**config.mk**
```make
export PLATFORM = sky130hd
export DESIGN_NAME = riscv_lsu
export DESIGN_NICKNAME = d
export VERILOG_FILES = /design/src/rtl/riscv_lsu_pkg.sv /design/src/rtl/riscv_lsu_load_align.sv /design/src/rtl/riscv_lsu.sv
export SDC_FILE = /design/constraint.sdc
export NUM_CORES = 1
export LEC_CHECK = 0
export ABC_AREA = 1
export CAP_MARGIN = 10
export CORE_AREA = 3 3 122 124
export CTS_CLUSTER_DIAMETER = 30
export CTS_CLUSTER_SIZE = 10
export DETAILED_ROUTE_END_ITERATION = 8
export DIE_AREA = 0 0 125 127
export GPL_TIMING_DRIVEN = 0
export PLACE_DENSITY = 0.66
export SLEW_MARGIN = 20
export SYNTH_ARGS = -nofsm -noshare
export SYNTH_HDL_FRONTEND = slang
export SYNTH_HIERARCHICAL = 1
export SYNTH_SLANG_ARGS = --single-unit
```
**constraint.sdc**
```tcl
create_clock -name clk_i -period 4.34 [get_ports clk_i]
set_clock_uncertainty 0.15 [all_clocks]
set_input_delay 0.868 -clock clk_i [delete_from_list [all_inputs] [get_ports clk_i]]
set_output_delay 0.868 -clock clk_i [all_outputs]
set_load 0.005 [all_outputs]
```
**src/rtl/riscv_lsu_pkg.sv**
```systemverilog
//------------------------------------------------------------------------------
// riscv_lsu_pkg
// Shared definitions for the RISC-V load/store unit: funct3 size encodings,
// the controller state type and an access-width decode helper.
// Revision: 1.0 - initial release
//------------------------------------------------------------------------------
`default_nettype none

package riscv_lsu_pkg;

  // funct3 load/store size encodings
  localparam logic [2:0] LDST_B  = 3'd0;
  localparam logic [2:0] LDST_H  = 3'd1;
  localparam logic [2:0] LDST_W  = 3'd2;
  localparam logic [2:0] LDST_BU = 3'd4;
  localparam logic [2:0] LDST_HU = 3'd5;

  typedef enum logic [1:0] {
    IDLE   = 2'd0,
    ACCESS = 2'd1,
    RESP   = 2'd2
  } lsu_state_t;

  typedef enum logic [1:0] {
    WIDTH_BYTE = 2'd0,
    WIDTH_HALF = 2'd1,
    WIDTH_WORD = 2'd2
  } lsu_width_t;

  // Undefined encodings (3, 6, 7) fall through to a full word.
  function automatic lsu_width_t size_width(input logic [2:0] size);
    case (size)
      LDST_B, LDST_BU: size_width = WIDTH_BYTE;
      LDST_H, LDST_HU: size_width = WIDTH_HALF;
      default:         size_width = WIDTH_WORD;
    endcase
  endfunction

endpackage

`default_nettype wire

```
**src/rtl/riscv_lsu_load_align.sv**
```systemverilog
//------------------------------------------------------------------------------
// lsu_load_align
// Combinational load-data extraction and extension.
// Ports:
//   mem_rd_i  [31:0] raw memory word
//   addr      [1:0]  low byte address bits of the access
//   size      [2:0]  funct3 size encoding
//   data      [31:0] extracted, sign/zero-extended load result
// Revision: 1.0 - initial release
//------------------------------------------------------------------------------
`default_nettype none

module lsu_load_align
  import riscv_lsu_pkg::*;
(
  input  logic [31:0] mem_rd_i,
  input  logic [1:0]  addr,
  input  logic [2:0]  size,
  output logic [31:0] data
);

  logic [7:0]  byte_sel;
  logic [15:0] half_sel;

  always_comb begin
    case (addr)
      2'd0:    byte_sel = mem_rd_i[7:0];
      2'd1:    byte_sel = mem_rd_i[15:8];
      2'd2:    byte_sel = mem_rd_i[23:16];
      default: byte_sel = mem_rd_i[31:24];
    endcase
    half_sel = addr[1] ? mem_rd_i[31:16] : mem_rd_i[15:0];
  end

  always_comb begin
    case (size)
      LDST_B:  data = {{24{byte_sel[7]}}, byte_sel};
      LDST_BU: data = {24'd0, byte_sel};
      LDST_H:  data = {{16{half_sel[15]}}, half_sel};
      LDST_HU: data = {16'd0, half_sel};
      default: data = mem_rd_i;
    endcase
  end

endmodule

`default_nettype wire

```
**src/rtl/riscv_lsu.sv**
```systemverilog
//------------------------------------------------------------------------------
// riscv_lsu
// Three-state load/store unit between a RISC-V core and a word memory.
// Ports:
//   clk_i, rst_i (async, active-high)
//   core_req_i/core_we_i/core_size_i/core_addr_i/core_wd_i : core request
//   core_rd_o/core_stall_o/core_misalign_o                  : core response
//   mem_req_o/mem_we_o/mem_be_o/mem_addr_o/mem_wd_o         : memory request
//   mem_rd_i/mem_ready_i                                    : memory response
// Optional feature: define LSU_MISALIGN_TRAP_EN to trap misaligned H/W
// accesses instead of silently ignoring the offending address bits.
// Revision: 1.0 - initial release
//------------------------------------------------------------------------------
`default_nettype none

module riscv_lsu
  import riscv_lsu_pkg::*;
(
  input  logic        clk_i,
  input  logic        rst_i,
  input  logic        core_req_i,
  input  logic        core_we_i,
  input  logic [2:0]  core_size_i,
  input  logic [31:0] core_addr_i,
  input  logic [31:0] core_wd_i,
  output logic [31:0] core_rd_o,
  output logic        core_stall_o,
  output logic        core_misalign_o,
  output logic        mem_req_o,
  output logic        mem_we_o,
  output logic [3:0]  mem_be_o,
  output logic [31:0] mem_addr_o,
  output logic [31:0] mem_wd_o,
  input  logic [31:0] mem_rd_i,
  input  logic        mem_ready_i
);

  lsu_state_t  state, state_next;
  logic        we_q;
  logic [2:0]  size_q;
  logic [31:0] addr_q;
  logic [31:0] wd_q;
  logic        mis_q;
  logic        req_misaligned;
  logic [3:0]  be;
  logic [31:0] wd_rep;
  logic [31:0] load_data;

`ifdef LSU_MISALIGN_TRAP_EN
  always_comb begin
    req_misaligned = 1'b0;
    case (size_width(core_size_i))
      WIDTH_HALF: req_misaligned = core_addr_i[0];
      WIDTH_WORD: req_misaligned = |core_addr_i[1:0];
      default:    req_misaligned = 1'b0;
    endcase
  end
  assign core_misalign_o = (state == RESP) && mis_q;
`else
  assign req_misaligned  = 1'b0;
  assign core_misalign_o = 1'b0;
`endif

  // State register and request capture
  always_ff @(posedge clk_i or posedge rst_i) begin
    if (rst_i) begin
      state  <= IDLE;
      we_q   <= 1'b0;
      size_q <= 3'd0;
      addr_q <= 32'd0;
      wd_q   <= 32'd0;
      mis_q  <= 1'b0;
    end else begin
      state <= state_next;
      if (state == IDLE && core_req_i) begin
        we_q   <= core_we_i;
        size_q <= core_size_i;
        addr_q <= core_addr_i;
        wd_q   <= core_wd_i;
        mis_q  <= req_misaligned;
      end
    end
  end

  // Lane steering from the latched request
  always_comb begin
    case (size_width(size_q))
      WIDTH_BYTE: begin
        be     = 4'b0001 << addr_q[1:0];
        wd_rep = {4{wd_q[7:0]}};
      end
      WIDTH_HALF: begin
        be     = addr_q[1] ? 4'b1100 : 4'b0011;
        wd_rep = {2{wd_q[15:0]}};
      end
      default: begin
        be     = 4'b1111;
        wd_rep = wd_q;
      end
    endcase
  end

  lsu_load_align u_load_align (
    .mem_rd_i (mem_rd_i),
    .addr     (addr_q[1:0]),
    .size     (size_q),
    .data     (load_data)
  );

  // Next-state and outputs
  always_comb begin
    state_next   = state;
    core_stall_o = 1'b0;
    core_rd_o    = 32'd0;
    mem_req_o    = 1'b0;
    mem_we_o     = 1'b0;
    mem_be_o     = 4'd0;
    mem_addr_o   = 32'd0;
    mem_wd_o     = 32'd0;
    case (state)
      IDLE: begin
        // Stall is raised in the request cycle itself so the core holds.
        core_stall_o = core_req_i;
        if (core_req_i) begin
          state_next = req_misaligned ? RESP : ACCESS;
        end
      end
      ACCESS: begin
        core_stall_o = 1'b1;
        mem_req_o    = 1'b1;
        mem_we_o     = we_q;
        mem_be_o     = be;
        mem_addr_o   = {addr_q[31:2], 2'b00};
        mem_wd_o     = wd_rep;
        if (mem_ready_i) begin
          state_next = RESP;
        end
      end
      RESP: begin
        // Loads keep the request up for the data phase of the memory.
        if (!we_q && !mis_q) begin
          mem_req_o  = 1'b1;
          mem_be_o   = be;
          mem_addr_o = {addr_q[31:2], 2'b00};
          mem_wd_o   = wd_rep;
          core_rd_o  = load_data;
        end
        state_next = IDLE;
      end
      default: state_next = IDLE;
    endcase
  end

endmodule

`default_nettype wire

```
==> out/qor.yml <==
clk_latency_ps: 330
syn-cell-area_sq_um: 4700
cp_cell_sequence: "clkdlybuf4s50_1, inv_1, nand2_1, nand2_1, nand3_2, nand3_4, buf_6, nand3_1, inv_1, nor2_1, clkdlybuf4s50_1"
clockRootBuffer: "clkbuf_16"
fp.dieW_um: 125
required_ps: 3320
grt_max_degree: 54
p_comb_share_pct: 59.4
layout_min_cycle_time_ps: 3770
cp_slowest_stage_delay_ps: 520
drt-met1-wl_um: 6980
drc_errors: 0
grt_util_all_layers_pct: 20.2
antenna_left: 0
area_growth_pct: 55.3
avgSynthCellArea_sq_um: 6.46
final_area_sq_um: 7290
rsz0062_at_grt: "no"
finalHoldViolCount: 0
drive_above_1_share_pct: 8.64
syn_inst: 727
placed_cell_area_sq_um: 6990
start_util_pct: 33.8
synth_edf_count: 0
crit_path_max_fanout: 10
cts_tree: "done"
hold_class: "register to register"
power_switching_mw: 1.94
holdBufCountCts: 0
place.gp.congestion: 0.860
fmax_ghz: 0.265
die_area_sq_um: 15900
n_antenna_cell: 0
vias: 5217
wl_um: 16100
met3_length_um: 1560
worstSetupStartpoint: "mem_rd_i[15]"
routed.top_layer: "met4"
synth_common_cells: "166 x nor2_1, 156 x nand2_1, 88 x inv_1"
cts_max_level: 3
cts.path.max_buffers: 2
drt_first_pass_iters: 4
crit_buf_inv: 5
hold_ws_ps: 315
cts_sinks: 70
path_depth: 11
rrSetupSlack_ps: 2520
antenna_found_initial: 0
wl_per_cell_um: 14.3
cap_viol_max_count: 0
tightest_slew_ps: 582
wl_met2_um: 7330
fillers: 1420
status: "finished clean"
finalSetupViolCount: 0
ys_types: 25
cts_setup_buffers: 0
r2r_end: "we_q$_DFFE_PP0P_"
fin_setup_tns_ps: 0
clk_pin_slew_worst_paths_ps: 50
critPathTopFamily: "buffers and inverters"
worstPathArrival_ps: 2760
ioPinCount: 208
slew_violations: 0
portBuffers: 203
vias_per_cell: 4.62
synth_ff_type: "dfrtp_1"
rr_startpoint: "state[0]$_DFFE_PP0P_"
grt_pass1_wl_um: 26300
switching_share_pct: 42.2
power.internal_mw: 2.65
crit_end: "core_rd_o[8]"
synthMostInstantiatedCell: "nor2_1"
core_sq_um: 13900
power.density_nw_per_um2: 630
cpMaxStageDelayCell: "clkdlybuf4s50_1"
ys_seq_area_share_pct: 37.3
seq_power_share_pct: 24.5
end_kind: "primary output"
dp_hpwl_um: 12600
grt_pass1_vias: 5202
async_flop_share_pct: 100
clkPwrFrac_pct: 16.2
die_h_um: 127
yosysTopAreaCellShare_pct: 37.3
cts_resized: 0
cts_inserted_buffers: 9
yosys_warnings: 6
crit_type: "input port to primary output"
worstRegToRegCells: 8
yosys-top-cells-area: "dfrtp_1 37%, nor2_1 13%, nand2_1 12%"
relSlewSlack_pct: 61.2
row_count: 43
grt_overflow_total: 0
timing.final.crit_share_pct: 86.9
drt_iter0_drc: 310
synth_largest_area_cell: "dfrtp_1"
peakVddDrop_mv: 0.388
leakagePower_nw: 3.58
crit_path_start_kind: "input port"
final_nets: 1052
synth_seq_cells: 70
-- registers in the layout (all words and copies together), names as in the netlist --
name    count
we_q        1
state       2
addr_q     32
size_q      3
wd_q       32
-- power groups by stage --
stage	combinational [mW]	sequential (mW)	clock, mW
after detailed placement	2.73	1.13	0
after global routing	3.07	1.16	0.782
after floorplan	1.60	1.09	0
after global placement	2.72	1.12	0
after CTS	2.75	1.12	0.751
final	2.73	1.12	0.744
-- layer usage --
metal	GRT usage [%]	vias to the layer above
met3	7.11	18
met2	32.8	215
met1	25.6	2313
li1	-	2671
met4	6.12	0
met5	0	-
-- cells by family after synthesis --
kind of cell	after synthesis	share of synthesized area, %
AND/OR/NAND/NOR	435	39.3
buffers and inverters	138	13.4
AO/OA/AOI/OAI	79	8.81
flip-flops	70	37.3
adder cells (fa/ha/maj)	4	1.07
other	1	0.0798
-- through the flow --
step,util [%],std cells,setup slack (ps),total power [mW]
after global routing,52.6,1129,379,5.02
after CTS,52.6,1129,567,4.63
after detailed placement,50.4,1113,565,3.87
final,52.6,1129,566,4.59
after global placement,50.2,1112,246,3.84
after floorplan,-,729,1550,2.69
-- worst min-delay path by stage --
stage,to,startpoint,cells after the start
2_1_floorplan,wd_q[16]$_DFFE_PP0P_,wd_q[16]$_DFFE_PP0P_,2
3_3_place_gp,wd_q[21]$_DFFE_PP0P_,wd_q[21]$_DFFE_PP0P_,2
3_5_place_dp,wd_q[17]$_DFFE_PP0P_,wd_q[17]$_DFFE_PP0P_,2
4_1_cts,wd_q[17]$_DFFE_PP0P_,wd_q[17]$_DFFE_PP0P_,2
5_1_grt,wd_q[21]$_DFFE_PP0P_,wd_q[21]$_DFFE_PP0P_,2
6_report,wd_q[22]$_DFFE_PP0P_,wd_q[22]$_DFFE_PP0P_,2
-- final cells by class --
cell class / instances / area, sq um / area share [%]
Buffer: 46 / 284 / 3.89
Clock buffer: 12 / 256 / 3.52
Clock inverter: 4 / 45.0 / 0.617
Inverter: 92 / 350 / 4.80
Multi-Input combinational cell: 521 / 2320 / 31.8
Sequential cell: 70 / 1750 / 24.0
Tap cell: 180 / 225 / 3.09
Timing Repair Buffer: 204 / 2060 / 28.2
-- cell usage in the layout (no fill, tap or decap), drive strengths merged --
cell type / synthesis / routed
nand2: 160 / 160
clkbuf: 16 / 28
ha: 4 / 4
o21ai: 28 / 28
clkdlybuf4s50: 0 / 203
or2: 1 / 1
conb: 1 / 3
dfrtp: 70 / 70
clkinv: 0 / 3
inv: 92 / 92
a21oi: 48 / 48
buf: 30 / 31
o211ai: 3 / 3
bufinv: 0 / 1
nand3: 85 / 85
nor2: 189 / 189
-- tightest hold or removal path: cells and delay by family, from the launching register on --
kind          cells  cell delay (ps)
flops             1              330
simple gates      2              100
(Power assumes the default switching activity.)
